===== src/rtl/sm_pkg.sv =====
// Shared types for the state_machine burst sequencer: FSM state encoding and the
// captured-output width, plus the phase-skip rule used whenever a LOW/HIGH pair starts.
package sm_pkg;

  localparam int SM_OUT_W = 3;

  typedef enum logic [2:0] {
    IDLE,
    SMRST,
    LOW,
    HIGH,
    CAP,
    FIN
  } sm_seq_state_e;

  // A zero-length phase is skipped entirely, so a pair may start directly in HIGH or CAP.
  function automatic sm_seq_state_e first_phase(input logic low_nz, input logic high_nz);
    if (low_nz) begin
      return LOW;
    end else if (high_nz) begin
      return HIGH;
    end
    return CAP;
  endfunction

endpackage


===== src/rtl/sm_cap_buf.sv =====
// One-entry valid/ready holding register for captured state_machine outputs; zero-latency accept.
// Accepts when empty or draining this cycle (in_rdy depends combinationally on out_rdy); a write during a drain replaces the data.
module sm_cap_buf
  import sm_pkg::*;
(
  input  logic                clk_i,
  input  logic                reset_ni,
  input  logic                in_vld,
  input  logic [SM_OUT_W-1:0] in_dat,
  output logic                in_rdy,
  output logic                out_vld,
  output logic [SM_OUT_W-1:0] out_dat,
  input  logic                out_rdy
);

  logic                vld_q, vld_d;
  logic [SM_OUT_W-1:0] dat_q, dat_d;

  assign in_rdy = !vld_q || out_rdy;

  always_comb begin
    vld_d = vld_q;
    dat_d = dat_q;
    if (vld_q && out_rdy) begin
      vld_d = 1'b0;
    end
    if (in_vld && in_rdy) begin
      vld_d = 1'b1;
      dat_d = in_dat;
    end
  end

  always_ff @(posedge clk_i or negedge reset_ni) begin
    if (!reset_ni) begin
      vld_q <= 1'b0;
      dat_q <= '0;
    end else begin
      vld_q <= vld_d;
      dat_q <= dat_d;
    end
  end

  assign out_vld = vld_q;
  assign out_dat = dat_q;

endmodule


===== src/rtl/sm_sequencer.sv =====
// Drives a state_machine through reset, LOW/HIGH input bursts and output captures; outputs registered, done 1 cycle after last capture.
// Stalls in CAP while the capture buffer is full and cap_ready_i is low; abort_i forces FIN with the state_machine held in reset.
module sm_sequencer
  import sm_pkg::*;
#(
  parameter int CW      = 8,
  parameter int RST_CYC = 2
) (
  input  logic                clk_i,
  input  logic                reset_ni,
  input  logic                start_i,
  input  logic                abort_i,
  input  logic [CW-1:0]       low_len_i,
  input  logic [CW-1:0]       high_len_i,
  input  logic [3:0]          rep_i,
  input  logic [SM_OUT_W-1:0] sm_out_i,
  output logic                sm_in_o,
  output logic                sm_reset_o,
  output logic                cap_valid_o,
  output logic [SM_OUT_W-1:0] cap_data_o,
  input  logic                cap_ready_i,
  output logic                busy_o,
  output logic                done_o
);

  localparam logic [CW-1:0] CNT_ONE  = CW'(1);
  localparam logic [CW-1:0] RST_LAST = CW'(RST_CYC - 1);

  sm_seq_state_e state_q, state_d;
  logic [CW-1:0] cnt_q, cnt_d;
  logic [CW-1:0] low_q, low_d;
  logic [CW-1:0] high_q, high_d;
  logic [3:0]    rep_q, rep_d;
  logic          sm_in_q, sm_in_d;
  logic          sm_reset_q, sm_reset_d;
  logic          busy_q, busy_d;
  logic          done_q, done_d;
  logic          abort_fin;
  logic          cap_fire;
  logic          buf_rdy;

  always_comb begin
    state_d   = state_q;
    cnt_d     = cnt_q;
    low_d     = low_q;
    high_d    = high_q;
    rep_d     = rep_q;
    abort_fin = 1'b0;
    cap_fire  = 1'b0;

    // FIN is already on its way back to IDLE, so abort only matters in the working states.
    if (abort_i && state_q != IDLE && state_q != FIN) begin
      state_d   = FIN;
      abort_fin = 1'b1;
    end else begin
      case (state_q)
        IDLE: begin
          if (start_i) begin
            low_d   = low_len_i;
            high_d  = high_len_i;
            rep_d   = (rep_i == 4'd0) ? 4'd1 : rep_i;
            cnt_d   = RST_LAST;
            state_d = SMRST;
          end
        end
        SMRST, CAP: begin
          if ((state_q == SMRST && cnt_q == '0) || (state_q == CAP && buf_rdy)) begin
            if (state_q == CAP) begin
              cap_fire = 1'b1;
              rep_d    = rep_q - 4'd1;
            end
            if (state_q == CAP && rep_q == 4'd1) begin
              state_d = FIN;
            end else begin
              state_d = first_phase(low_q != '0, high_q != '0);
              if (low_q != '0) begin
                cnt_d = low_q - CNT_ONE;
              end else if (high_q != '0) begin
                cnt_d = high_q - CNT_ONE;
              end else begin
                cnt_d = '0;
              end
            end
          end else if (cnt_q != '0) begin
            cnt_d = cnt_q - CNT_ONE;
          end
        end
        LOW: begin
          if (cnt_q == '0) begin
            if (high_q != '0) begin
              state_d = HIGH;
              cnt_d   = high_q - CNT_ONE;
            end else begin
              state_d = CAP;
            end
          end else begin
            cnt_d = cnt_q - CNT_ONE;
          end
        end
        HIGH: begin
          if (cnt_q == '0) begin
            state_d = CAP;
          end else begin
            cnt_d = cnt_q - CNT_ONE;
          end
        end
        FIN:     state_d = IDLE;
        default: state_d = IDLE;
      endcase
    end

    // Outputs are decoded from the next state so they line up with the state register.
    sm_in_d    = (state_d == HIGH);
    sm_reset_d = (state_d == SMRST) || abort_fin;
    busy_d     = (state_d != IDLE);
    done_d     = (state_d == FIN);
  end

  always_ff @(posedge clk_i or negedge reset_ni) begin
    if (!reset_ni) begin
      state_q    <= IDLE;
      cnt_q      <= '0;
      low_q      <= '0;
      high_q     <= '0;
      rep_q      <= '0;
      sm_in_q    <= 1'b0;
      sm_reset_q <= 1'b1;
      busy_q     <= 1'b0;
      done_q     <= 1'b0;
    end else begin
      state_q    <= state_d;
      cnt_q      <= cnt_d;
      low_q      <= low_d;
      high_q     <= high_d;
      rep_q      <= rep_d;
      sm_in_q    <= sm_in_d;
      sm_reset_q <= sm_reset_d;
      busy_q     <= busy_d;
      done_q     <= done_d;
    end
  end

  sm_cap_buf u_cap_buf (
    .clk_i    (clk_i),
    .reset_ni (reset_ni),
    .in_vld   (cap_fire),
    .in_dat   (sm_out_i),
    .in_rdy   (buf_rdy),
    .out_vld  (cap_valid_o),
    .out_dat  (cap_data_o),
    .out_rdy  (cap_ready_i)
  );

  assign sm_in_o    = sm_in_q;
  assign sm_reset_o = sm_reset_q;
  assign busy_o     = busy_q;
  assign done_o     = done_q;

endmodule


===== config.mk =====
export PLATFORM = sky130hd
export DESIGN_NAME = sm_sequencer
export DESIGN_NICKNAME = d
export VERILOG_FILES = /design/src/rtl/sm_pkg.sv /design/src/rtl/sm_cap_buf.sv /design/src/rtl/sm_sequencer.sv
export SDC_FILE = /design/constraint.sdc
export NUM_CORES = 1
export LEC_CHECK = 0
export ABC_AREA = 1
export ABC_CLOCK_PERIOD_IN_PS = 4620
export CORE_ASPECT_RATIO = 2
export CORE_UTILIZATION = 40
export CTS_BUF_LIST = sky130_fd_sc_hd__clkbuf_4
export DETAILED_ROUTE_END_ITERATION = 7
export DONT_BUFFER_PORTS = 1
export PLACE_DENSITY = 0.62
export SLEW_MARGIN = 20
export SYNTH_ARGS = -nofsm -noshare
export SYNTH_HDL_FRONTEND = slang
export SYNTH_HIERARCHICAL = 1
export SYNTH_SLANG_ARGS = --single-unit

===== constraint.sdc =====
create_clock -name clk_i -period 4.62 [get_ports clk_i]
set_input_delay 0.462 -clock clk_i [delete_from_list [all_inputs] [get_ports clk_i]]
set_output_delay 0.462 -clock clk_i [all_outputs]
set_load 0.02 [all_outputs]

# Word-level counts from Yosys, hierarchy flattened
# Index checks and enable logic that the tools add are counted.
[classes] n_addsub=4 multipliers=0 div=0 n_lt_le_gt_ge=0 n_eq_ne=16 shift=0 muxes=39 bitwise_logic=1 n_reduce_logical=26
[ops] operator="two-way mux 8 bit" count=9
[ops] operator="case mux 8 bit (4 select lines)" count=1
[ops] operator="two-way mux 3 bit" count=10
[ops] operator="nonzero test 8 bit" count=3
[ops] operator="subtractor 8 x 1 -> 8 bit, second input constant" count=3
[ops] operator="two-way mux 4 bit" count=4
[ops] operator="two-way mux 1 bit" count=13
[ops] operator="inequality test 3 bit, second input constant" count=4
[ops] operator="case mux 3 bit (4 select lines)" count=1
[ops] operator="== test 3 x 2 -> 1 bit, second input constant" count=3
[ops] operator="logical NOT 8 bit" count=1
[ops] operator="inequality test 2 bit, second input constant" count=4
[ops] operator="case mux 4 bit (2 select lines)" count=1
[ops] operator="logical AND 1 bit" count=7
[ops] operator="AND reduction 7 bit" count=1
[ops] operator="== test 3 x 1 -> 1 bit, second input constant" count=2
[ops] operator="== test 3 bit, second input constant" count=2
[ops] operator="nonzero test 3 bit" count=2
[ops] operator="AND reduction 5 bit" count=1
[ops] operator="== test 4 x 1 -> 1 bit, second input constant" count=1
[ops] operator="logical NOT 4 bit" count=1
[ops] operator="nonzero test 2 bit" count=2
[ops] operator="nonzero test 4 bit" count=1
[ops] operator="subtractor 4 x 1 -> 4 bit, second input constant" count=1
[ops] operator="6 further kinds" count=8
[word_totals] reg_bits=39 latchBits=0 ramBits=0 mem_bits_ro=0 in_bits=28 n_memories=0

# Depth between registers and ports, before layout
# Gate-level depths: netlist of the first run.
[depth] word_depth=14 mapped_depth=13

# Cells and area by module
# Netlist of the first run, hierarchy kept.
[modules_own_cells] module="sm_sequencer" n_inst=1 cells_per_inst=374 area_per_inst_um2=2457.4
[modules_own_cells] module="sm_cap_buf" n_inst=1 cells_per_inst=17 area_per_inst_um2=167.7

# Worst setup path before layout of the first run
# Ideal clock, no wire load.
[synth_path] path_type="reg-to-reg" startpoint="register cnt_q[0]" endpoint="register cnt_q[1]" arrival_time_ns=1.573 setup_slack_ns=2.924 path_stages_with_launch=12 n_path_buf=0 period_less_slack_ns=1.696 path_cell_list="dfrtp_1 -> inv_1 -> ha_1 -> nand3_2 -> nor2_4 -> nand2_1 -> nor2_1 -> nor2_1 -> nand3_2 -> inv_2 -> o21ai_0 -> nand2_1"
[synth_via] elab_chain_cells=5
[synth_rtl] element="start, declared" line="sm_sequencer.sv:30" source="logic [CW-1:0] cnt_q, cnt_d;"
[synth_rtl] element="start signal, assigned" line="sm_sequencer.sv:132" source="cnt_q <= cnt_d;"
[synth_rtl] element="branches (longest 5 deep; another with subtractor 8 x 1 -> 8 bit)"
# Parallel ways; which one is timed is not known. The select of a mux whose other input is x is not followed.
# A chain may end at the register's enable or synchronous reset.

# Worst setup path after layout of the first run
[layout_path] startpoint="register state_q[2]" endpoint="register rep_q[1]"
[layout_via] elab_chain_cells=5
[layout_rtl] element="start, declared" line="sm_sequencer.sv:29" source="sm_seq_state_e state_q, state_d;"
[layout_rtl] element="start signal, assigned" line="sm_sequencer.sv:131" source="state_q <= state_d;"
[layout_rtl] element="== test 3 x 1 -> 1 bit (tied with other cells)" line="sm_sequencer.sv:56, sm_sequencer.sv:67"
[layout_rtl] element="logical AND 1 bit, on equally long branches" line="sm_sequencer.sv:67, sm_sequencer.sv:52"
[layout_rtl] element="logical OR 1 bit / logical AND 1 bit (equally long branches)" line="sm_sequencer.sv:67, sm_sequencer.sv:52"
[layout_rtl] element="inequality test 2 bit (no source line) / NOT 1 bit (equally long branches)"
[layout_rtl] element="AND reduction 5 bit (no source line)"
[layout_rtl] element="end signal, assigned" line="sm_sequencer.sv:135" source="rep_q <= rep_d;"
[layout_rtl] element="end, declared" line="sm_sequencer.sv:33" source="logic [3:0] rep_q, rep_d;"
# Parallel ways exist; a longest one is shown, timed or not.

==> impl_metrics.yaml, run 1 <==
floorplan:
  die_w_um: 59.3
  row_count: 41
  ioPinCount: 36
  start_util: 0.416
  coreArea_mm2: 0.00631
  fp.dieH_um: 117
  die_area_mm2: 0.00691
power:
  p_sw_frac: 0.521
  powerDensity_mw_per_mm2: 679
  p_clk_frac: 0.095
  share_seq_of_total_power: 0.344
  intPower_w: 0.000907
  leakage_nw: 1.50
  irDropWorstVdd_mv: 0.240
  p_switching_w: 0.000986
  combPwrFrac: 0.561
logic_synthesis:
  syn_nets: 425
  synth_area_per_cell_um2: 6.71
  ys_seq_area_frac: 0.372
  syn-cell-area_mm2: 0.00263
  yosys.area.top_type: "dfrtp_1"
  synth_cell_type_count: 30
  yosys_register_bits: 39
  synth.area.top_cells: "dfrtp_1 36%, nand2_1 16%, inv_1 7.9%"
  yosys_warnings: 6
  synthCells: 391
  synth_top_cell_area_share: 0.362
clock_network:
  clkSlewWorstSetupHoldPaths_ns: 0.12
  root_buffer: "clkbuf_4"
  cts_buffer_depth: 2
  clock-sinks: 39
  htree_levels: 2
  post-cts-setup-buffers: 0
  ctsHoldBuffers: 2
  cts_tree: "yes"
  cts_made_buffers: 5
  clock_latency_ns: 0.36
  ctsResizeCount: 0
timing:
  fin_tns_setup_ns: 0
  rsz0062_at_grt: "false"
  finalSetupViolations: 0
  skew_ns: 0.0210
  holdWs_ns: 0.222
  slew_viol_final: 0
  min_period_ns: 2.31
  period_share: 0.500
  max_freq_mhz: 433
  maxSlewHeadroom: 0.353
  hold_viol: 0
  tightest_slew_ns: 0.968
run:
  drv_cap: 0
hold_path:
  holdPathStages: 2
  min-delay-start: "sm_out_i[2]"
  hold_path_end: "u_cap_buf/out_dat[2]"
  hold_class: "input port to flop"
worst_setup_path:
  ff2ff_setup_slack_ns: 2.31
  r2r_cells: 9
  end_kind: "flop"
  worst-setup-path-type: "flop to flop"
  r2r_start: "state_q[2]"
  timing.critical_path.mode_cell: "nand2_1"
  crit_fanout: 32
  worstPathArrival_ns: 2.57
  timing.rr.end: "rep_q[1]"
  cp-start-kind: "flop"
  required_ns: 4.88
  crit_chain: "inv_1 > nand2_1 > inv_1 > nand2_1 > o21ai_0 > nand2_1 > inv_2 > o211ai_1 > o21ai_0"
  cpPeakStageDelay_ns: 0.70
  critPathSlowestCell: "nand2_1"
drt:
  wire_per_inst_um: 13.2
  dr.pass1.iters: 4
  routed_via_density: 4.90
  drt_iter0_drc: 74
  drt-total-wl_um: 6400
  vias: 2369
  drc: 0
  ant_nets: 0
final_layout:
  nets: 430
  syn_to_final_growth_pct: 6.29
  antenna_cells: 0
  layout-drive-gt1-share: 0.0705
  fill_cells: 701
place:
  place_hpwl_um: 5090
  routabilityCongestion: 0.891
  port_buffers: 0
global_route:
  antenna_found_initial: 0
  grt_pass1_vias: 2317
  grt_max_degree: 40
  grt_usage: 0.205
  overflow: 0
  grt_pass1_wl_um: 10500
run_status:
  status: "finished, final reports clean"
[power by group through the flow]
stage | Sequential (W) | Clock [W] | Combinational, W
floorplan | 0.000625 | 0 | 0.000842
global placement | 0.000657 | 0 | 0.00104
detailed placement | 0.000660 | 0 | 0.00106
CTS | 0.000653 | 0.000189 | 0.00107
global route | 0.000670 | 0.000200 | 0.00122
finish | 0.000651 | 0.000179 | 0.00106
[state kept, by name, summed over array words and instances, names as in the netlist]
signal and cells:
busy_o 1, rep_q 4, done_o 1, cnt_q 8
sm_reset_o 1, sm_in_o 1, state_q 3, high_q 8
low_q 8, u_cap_buf/out_vld 1, u_cap_buf/out_dat 3
[kinds of logic (layout without fill, tap and decap cells)]
group	Yosys count	after routing	synth area share
AO/OA/AOI/OAI	47	47	0.0939
buffers and inverters	64	70	0.0953
AND/OR/NAND/NOR	223	223	0.368
multiplexers	2	2	0.00858
flip-flops	39	39	0.372
adder cells (fa/ha/maj)	6	6	0.0286
XOR/XNOR	10	10	0.0334
[critical path: cells and delay by family (launching register included)]
kind                   cells  cell delay (ns)
DFF                        1             0.47
buffers and inverters      3             0.26
AOI/OAI and AO/OA          3             0.46
and+or+nand+nor            3             1.02
[cell type report]
class	instances	area [um^2]	share of cell area
flip-flops and latches	39	977	0.350
multi-input cells	288	1400	0.501
clock inverters	2	7.51	0.00269
well taps	86	108	0.0386
inverters	60	225	0.0807
clock buffers	6	45.0	0.0161
repair buffers	2	30.0	0.0108
[per-layer routing]
layer | up-vias | share of wire | GRT usage
li1 | 1234 | - | -
met1 | 1074 | 0.36 | 0.205
met2 | 41 | 0.57 | 0.381
met3 | 20 | 0.029 | 0.0321
met4 | 0 | 0.044 | 0.119
met5 | - | 0 | 0
[Yosys cell counts, drive strengths merged]
library cell,n
nor2,57
o21ai,20
a31oi,2
nand3b,1
xnor2,1
mux2,2
and3,1
xor2,9
nand3,40
nand2,118
nor3,1
o211ai,2
inv,60
a21oi,23
nor3b,1
ha,6
nand4,3
dfrtp,38
dfstp,1
buf,4
and2,1
[placed cells by master, fill, tap and decap left out]
cell           instances
mux2_2                 2
clkinv_1               2
a21oi_2                1
buf_12                 1
dlygate4sd3_1          1
nor3b_1                1
dfstp_2                1
nor2_4                 1
inv_1                 55
clkbuf_4               6
inv_2                  5
nand2_4                3
nand3_2                3
xnor2_1                1
nand4_1                3
nand3b_1               1
and2_1                 1
o211ai_1               2
nor3_1                 1
o21ai_0               20
a21oi_1               22
nor2_2                 4
nand2_1              114
nor2_1                52
ha_1                   6
nand3_1               37
xor2_1                 9
a31oi_1                2
dfrtp_1               38
and3_1                 1
nand2_2                1
[worst max-delay path by stage]
stage | startpoint | to | slack, ns | depth (start not counted)
floorplan | cnt_q[0] | cnt_q[1] | 2.92 | 11
global placement | state_q[2] | rep_q[1] | 2.29 | 9
detailed placement | state_q[2] | rep_q[1] | 2.29 | 9
CTS | state_q[2] | rep_q[1] | 2.25 | 9
global route | state_q[2] | rep_q[1] | 2.03 | 9
finish | state_q[2] | rep_q[1] | 2.31 | 9
[stage by stage]
step	utilization	total power [W]	cells	setup WS, ns	instance area (um^2)
final	0.442	0.00189	483	2.31	2790
after global routing	0.442	0.00209	483	2.03	2790
after CTS	0.442	0.00191	483	2.25	2790
after detailed placement	0.429	0.00172	473	2.29	2710
after global placement	0.429	0.00170	473	2.29	2710
after floorplan	-	0.00147	391	2.92	2630
No activity file was read; power rests on OpenSTA's default activity.
==> inputs of run 2 (changes only) <==
--- a/config.mk
+++ b/config.mk
@@ -6,7 +6,7 @@
 export NUM_CORES = 1
 export LEC_CHECK = 0
 export ABC_AREA = 1
-export ABC_CLOCK_PERIOD_IN_PS = 4620
+export ABC_CLOCK_PERIOD_IN_PS = 2400
 export CORE_ASPECT_RATIO = 2
 export CORE_UTILIZATION = 40
 export CTS_BUF_LIST = sky130_fd_sc_hd__clkbuf_4
==> constraint.sdc (replaced) <==
create_clock -name clk_i -period 2.4 [get_ports clk_i]
set_input_delay 0.24 -clock clk_i [delete_from_list [all_inputs] [get_ports clk_i]]
set_output_delay 0.24 -clock clk_i [all_outputs]
set_load 0.02 [all_outputs]
==> run 2 against run 1 <==
Net effect:
- wire length down 0.84%
- utilization rose by 1.2 points
- via count rose by 0.46%
- combinational power increased by 92%
- count of clock-buffer cells in the layout unchanged
- highest routed layer unchanged
==> impl_metrics.yaml, run 2 (synthesis results as in run 1) <==
final_layout:
  syn_to_final_growth_pct: 9.06
  nets: 432
  final_cell_mix: "114 x nand2_1, 55 x inv_1, 52 x nor2_1"
  fill_cells: 661
  final_common_cell: "nand2_1"
  top_regs: "cnt_q: 8 flops, high_q: 8 flops, low_q: 8 flops"
  layout-drive-gt1-share: 0.0777
drt:
  drc: 0
  vias: 2380
  routed_via_density: 4.90
  drt-total-wl_um: 6340
  drt_iter0_drc: 77
  ant_nets: 0
  dr.pass1.iters: 6
  wire_per_inst_um: 13.1
global_route:
  grt_pass1_vias: 2326
  grt_pass1_wl_um: 10300
  antenna_found_initial: 1
  overflow: 0
  grt_max_degree: 40
  grt_usage: 0.199
worst_setup_path:
  timing.rr.end: "cnt_q[1]"
  worst-setup-path-type: "flop to flop"
  worstPathArrival_ns: 2.31
  crit_chain: "inv_1 > ha_1 > nand2_1 > nor2_1 > nand3_2 > nand2_2 > nand3_1 > nand3_2 > inv_2 > o21ai_0 > nand2_1"
  cp-startpoint: "cnt_q[0]"
  ff2ff_setup_slack_ns: 0.34
  end_kind: "flop"
  critPathSlowestCell: "dfrtp_1"
  r2r_start: "cnt_q[0]"
  cpPeakStageDelay_ns: 0.43
  r2r_cells: 11
  crit_fanout: 13
  cp-start-kind: "flop"
  required_ns: 2.65
clock_network:
  cts_tree: "yes"
  clock_latency_ns: 0.37
  clkSlewWorstSetupHoldPaths_ns: 0.11
  clock-sinks: 39
  cts_buffer_depth: 2
  root_buffer: "clkbuf_4"
  cts_made_buffers: 5
  htree_levels: 2
floorplan:
  row_count: 41
  die_w_um: 59.3
  coreArea_mm2: 0.00631
  start_util: 0.416
  ioPinCount: 36
  die_area_mm2: 0.00691
  fp.dieH_um: 117
hold_path:
  min-delay-start: "sm_out_i[0]"
  holdPathStages: 2
  hold_path_end: "u_cap_buf/out_dat[0]"
  hold_class: "input port to flop"
timing:
  max_freq_mhz: 487
  fin_tns_setup_ns: 0
  min_period_ns: 2.06
  skew_ns: 0.0163
  hold_viol: 0
  period_share: 0.856
  finalSetupViolations: 0
  maxSlewHeadroom: 0.767
  slew_viol_final: 0
  rsz0062_at_grt: "false"
  tightest_slew_ns: 0.348
run_status:
  status: "finished, final reports clean"
place:
  routabilityCongestion: 0.964
  place_hpwl_um: 5020
  port_buffers: 0
power:
  irDropWorstVdd_mv: 0.607
  leakage_nw: 1.53
  powerDensity_mw_per_mm2: 1350
  total_power_w: 0.00386
run:
  drv_cap: 0
## run 2: per-stage QoR
stage                     std cells  setup WS [ns]  utilization  instance area (um^2)  hold WS, ns
after detailed placement        474          0.348        0.430                  2720      -0.0540
final                           486          0.345        0.454                  2860       0.0215
after CTS                       485          0.337        0.453                  2860      0.00421
after global placement          474          0.390        0.430                  2720      -0.0539
after global routing            486         0.0714        0.454                  2860      0.00295
after floorplan                 391          0.704            -                  2630      -0.0556
## run 2: worst max path at each step
| stage | endpoint | cells past startpoint |
|---|---|---|
| 2_1_floorplan | cnt_q[1] | 11 |
| 3_3_place_gp | cnt_q[1] | 11 |
| 3_5_place_dp | cnt_q[1] | 11 |
| 4_1_cts | cnt_q[1] | 11 |
| 5_1_grt | cnt_q[1] | 9 |
| 6_report | cnt_q[1] | 11 |
## run 2: critical path: cells and delay by family (launching register included)
family                   cells  cell delay [ns]
AND/OR/NAND/NOR              7             1.01
flip-flops                   1             0.43
adder cells (fa/ha/maj)      1             0.23
buffers and inverters        2             0.20
AO/OA/AOI/OAI                1             0.07
## run 2: per-layer routing
metal  up-vias  wire length [um]  global-route usage
li1       1236                 -                   -
met1      1093              2350               0.194
met2        38              3640               0.378
met3        13               143              0.0343
met4         0               210               0.110
met5         -                 0                   0
## run 2: what timing repair did
action | in CTS | in global routing
gates resized for setup | 0 | 0
hold endpoints to repair | 40 | 0
setup buffers | 0 | 0
hold buffers | 3 | 0
## run 2: final cells by class
class	instances	area (um^2)	area share
multi-input cells	288	1400	0.488
diodes	1	2.50	0.000874
repair buffers	4	47.5	0.0166
well taps	86	108	0.0376
clock inverters	2	60.1	0.0210
inverters	60	225	0.0787
clock buffers	6	45.0	0.0157
flip-flops and latches	39	977	0.341
## run 2: power breakdown
group	total, W	internal [W]	switching [W]
Sequential	0.00126	0.000954	0.000308
Combinational	0.00204	0.000674	0.00136
Clock	0.000556	0.000336	0.000219
==> inputs of run 3 (changes only) <==
--- a/config.mk
+++ b/config.mk
@@ -12,6 +12,8 @@
 export CTS_BUF_LIST = sky130_fd_sc_hd__clkbuf_4
 export DETAILED_ROUTE_END_ITERATION = 7
 export DONT_BUFFER_PORTS = 1
+export GPL_ROUTABILITY_DRIVEN = 0
+export MAX_ROUTING_LAYER = met4
 export PLACE_DENSITY = 0.62
 export SLEW_MARGIN = 20
 export SYNTH_ARGS = -nofsm -noshare
==> run 3 against run 2 <==
Net effect:
- power decreased by 2.8%
- worst hold slack improved by 0.0027 ns
- non-clock buffer count unchanged
- cell area decreased by 1.1%
- combinational power about the same
- worst setup slack got worse by 0.074 ns
- die area unchanged
- critical path type unchanged
- largest cell class unchanged
==> impl_metrics.yaml, run 3 (synthesis results as in run 1) <==
run_status:
  status: "finished, final reports clean"
clock_network:
  clkSlewWorstSetupHoldPaths_ns: 0.11
  cts_buffer_depth: 2
  cts_made_buffers: 5
  cts_tree: "yes"
  clock-sinks: 39
  clock_latency_ns: 0.37
  htree_levels: 2
  root_buffer: "clkbuf_4"
global_route:
  overflow: 0
  grt_max_degree: 40
  grt_pass1_wl_um: 10300
  grt_pass1_vias: 2362
  antenna_found_initial: 0
  grt_usage: 0.209
power:
  leakage_nw: 1.52
  total_power_w: 0.00375
  irDropWorstVdd_mv: 0.594
  powerDensity_mw_per_mm2: 1320
floorplan:
  ioPinCount: 36
  start_util: 0.416
  coreArea_mm2: 0.00631
  die_area_mm2: 0.00691
  fp.dieH_um: 117
  row_count: 41
  die_w_um: 59.3
final_layout:
  fill_cells: 660
  instances_no_fill: 485
  final_cell_mix: "114 x nand2_1, 55 x inv_1, 52 x nor2_1"
  nets: 432
  top_regs: "cnt_q: 8 flops, high_q: 8 flops, low_q: 8 flops"
  syn_to_final_growth_pct: 7.86
  antenna_cells: 0
  final_common_cell: "nand2_1"
  layout-drive-gt1-share: 0.0752
worst_setup_path:
  cpPeakStageDelay_ns: 0.42
  crit_chain: "inv_1 > ha_1 > nand2_1 > nor2_1 > nand2_1 > o21ai_0 > nand2_1 > o21ai_0 > nand2_1 > nand2_1 > nand2_1"
  crit_fanout: 4
  worstPathArrival_ns: 2.39
  critPathSlowestCell: "dfrtp_1"
  end_kind: "flop"
  timing.critical_path.mode_cell: "nand2_1"
  worst-setup-path-type: "flop to flop"
  required_ns: 2.66
  cp-start-kind: "flop"
run:
  drv_cap: 0
place:
  place_hpwl_um: 5050
  port_buffers: 0
  dp_cells: 474
  place_ws_ns: 0.336
drt:
  drt_iter0_drc: 92
  drt-total-wl_um: 6330
  dr.pass1.iters: 4
  ant_nets: 0
  vias: 2398
  drc: 0
  routed_via_density: 4.94
  wire_per_inst_um: 13.1
hold_path:
  hold_class: "input port to flop"
timing:
  period_share: 0.887
  slew_viol_final: 0
  worst_slack_ns: 0.271
  hold_viol: 0
  finalSetupViolations: 0
  tightest_slew_ns: 0.342
  min_period_ns: 2.13
  skew_ns: 0.0139
  max_freq_mhz: 470
  fin_tns_setup_ns: 0
  maxSlewHeadroom: 0.771
  holdWs_ns: 0.0242
  rsz0062_at_grt: "false"
==> run 3: changes by cell type in the layout (fill, tap and decap cells not counted) <==
cell	delta
bufinv_16	-1
clkbuf_4	-1
clkinv_1	+1
clkinv_2	+1
diode_2	-1
==> run 3: worst paths after layout <==
path                       slack (ns)           from    endpoint  cells past startpoint
min                              0.02  high_len_i[2]   high_q[2]                      1
min in group asynchronous        0.31       reset_ni    rep_q[0]                      2
max                              0.27       cnt_q[0]    cnt_q[4]                     11
max reg2reg                      0.27       cnt_q[0]    cnt_q[4]                     11
min reg2reg                      0.49       cnt_q[1]    cnt_q[1]                      2
max in group asynchronous        1.84       reset_ni  sm_reset_o                      2
==> run 3: worst max-delay path, delay by kind of cell (launching register included) <==
kind            cells  cell delay, ns
simple gates        7            0.73
compound gates      2            0.52
flops               1            0.42
fa+ha+maj           1            0.23
buf+inv             1            0.12
==> run 3: timing repair <==
| action | CTS | global route |
|---|---|---|
| setup buffers | 0 | 0 |
| gates resized for setup | 0 | 0 |
| hold buffers | 3 | 0 |
| endpoints found under the hold margin | 40 | 0 |
==> run 3: final cells by class <==
type	count	area, um^2	area share
clock buffers	5	37.5	0.0133
clock inverters	3	38.8	0.0137
multi-input cells	288	1400	0.494
well taps	86	108	0.0380
repair buffers	4	47.5	0.0168
flip-flops and latches	39	977	0.345
inverters	60	225	0.0795
==> run 3: power breakdown <==
group          leakage [nW]  total [W]  switching, W  internal, W
logic                  1.01    0.00206       0.00139     0.000674
clock network        0.0426   0.000435      0.000221     0.000214
registers             0.462    0.00125      0.000298     0.000954
total                  1.52    0.00375       0.00191      0.00184
==> run 3: layer usage <==
metal  GRT usage  wire [um]  up-vias  share of wire
met5           -          0        -              0
met4       0.132        331        0          0.052
met3      0.0266        157       23          0.025
met2       0.378       3540       48           0.56
met1       0.199       2300     1090           0.36
li1            -          -     1237              -
==> run 3: through the flow <==
stage | cell area [um^2] | util
4_1_cts | 2830 | 0.449
2_1_floorplan | 2630 | -
3_5_place_dp | 2720 | 0.430
3_3_place_gp | 2720 | 0.430
5_1_grt | 2830 | 0.449
6_report | 2830 | 0.449
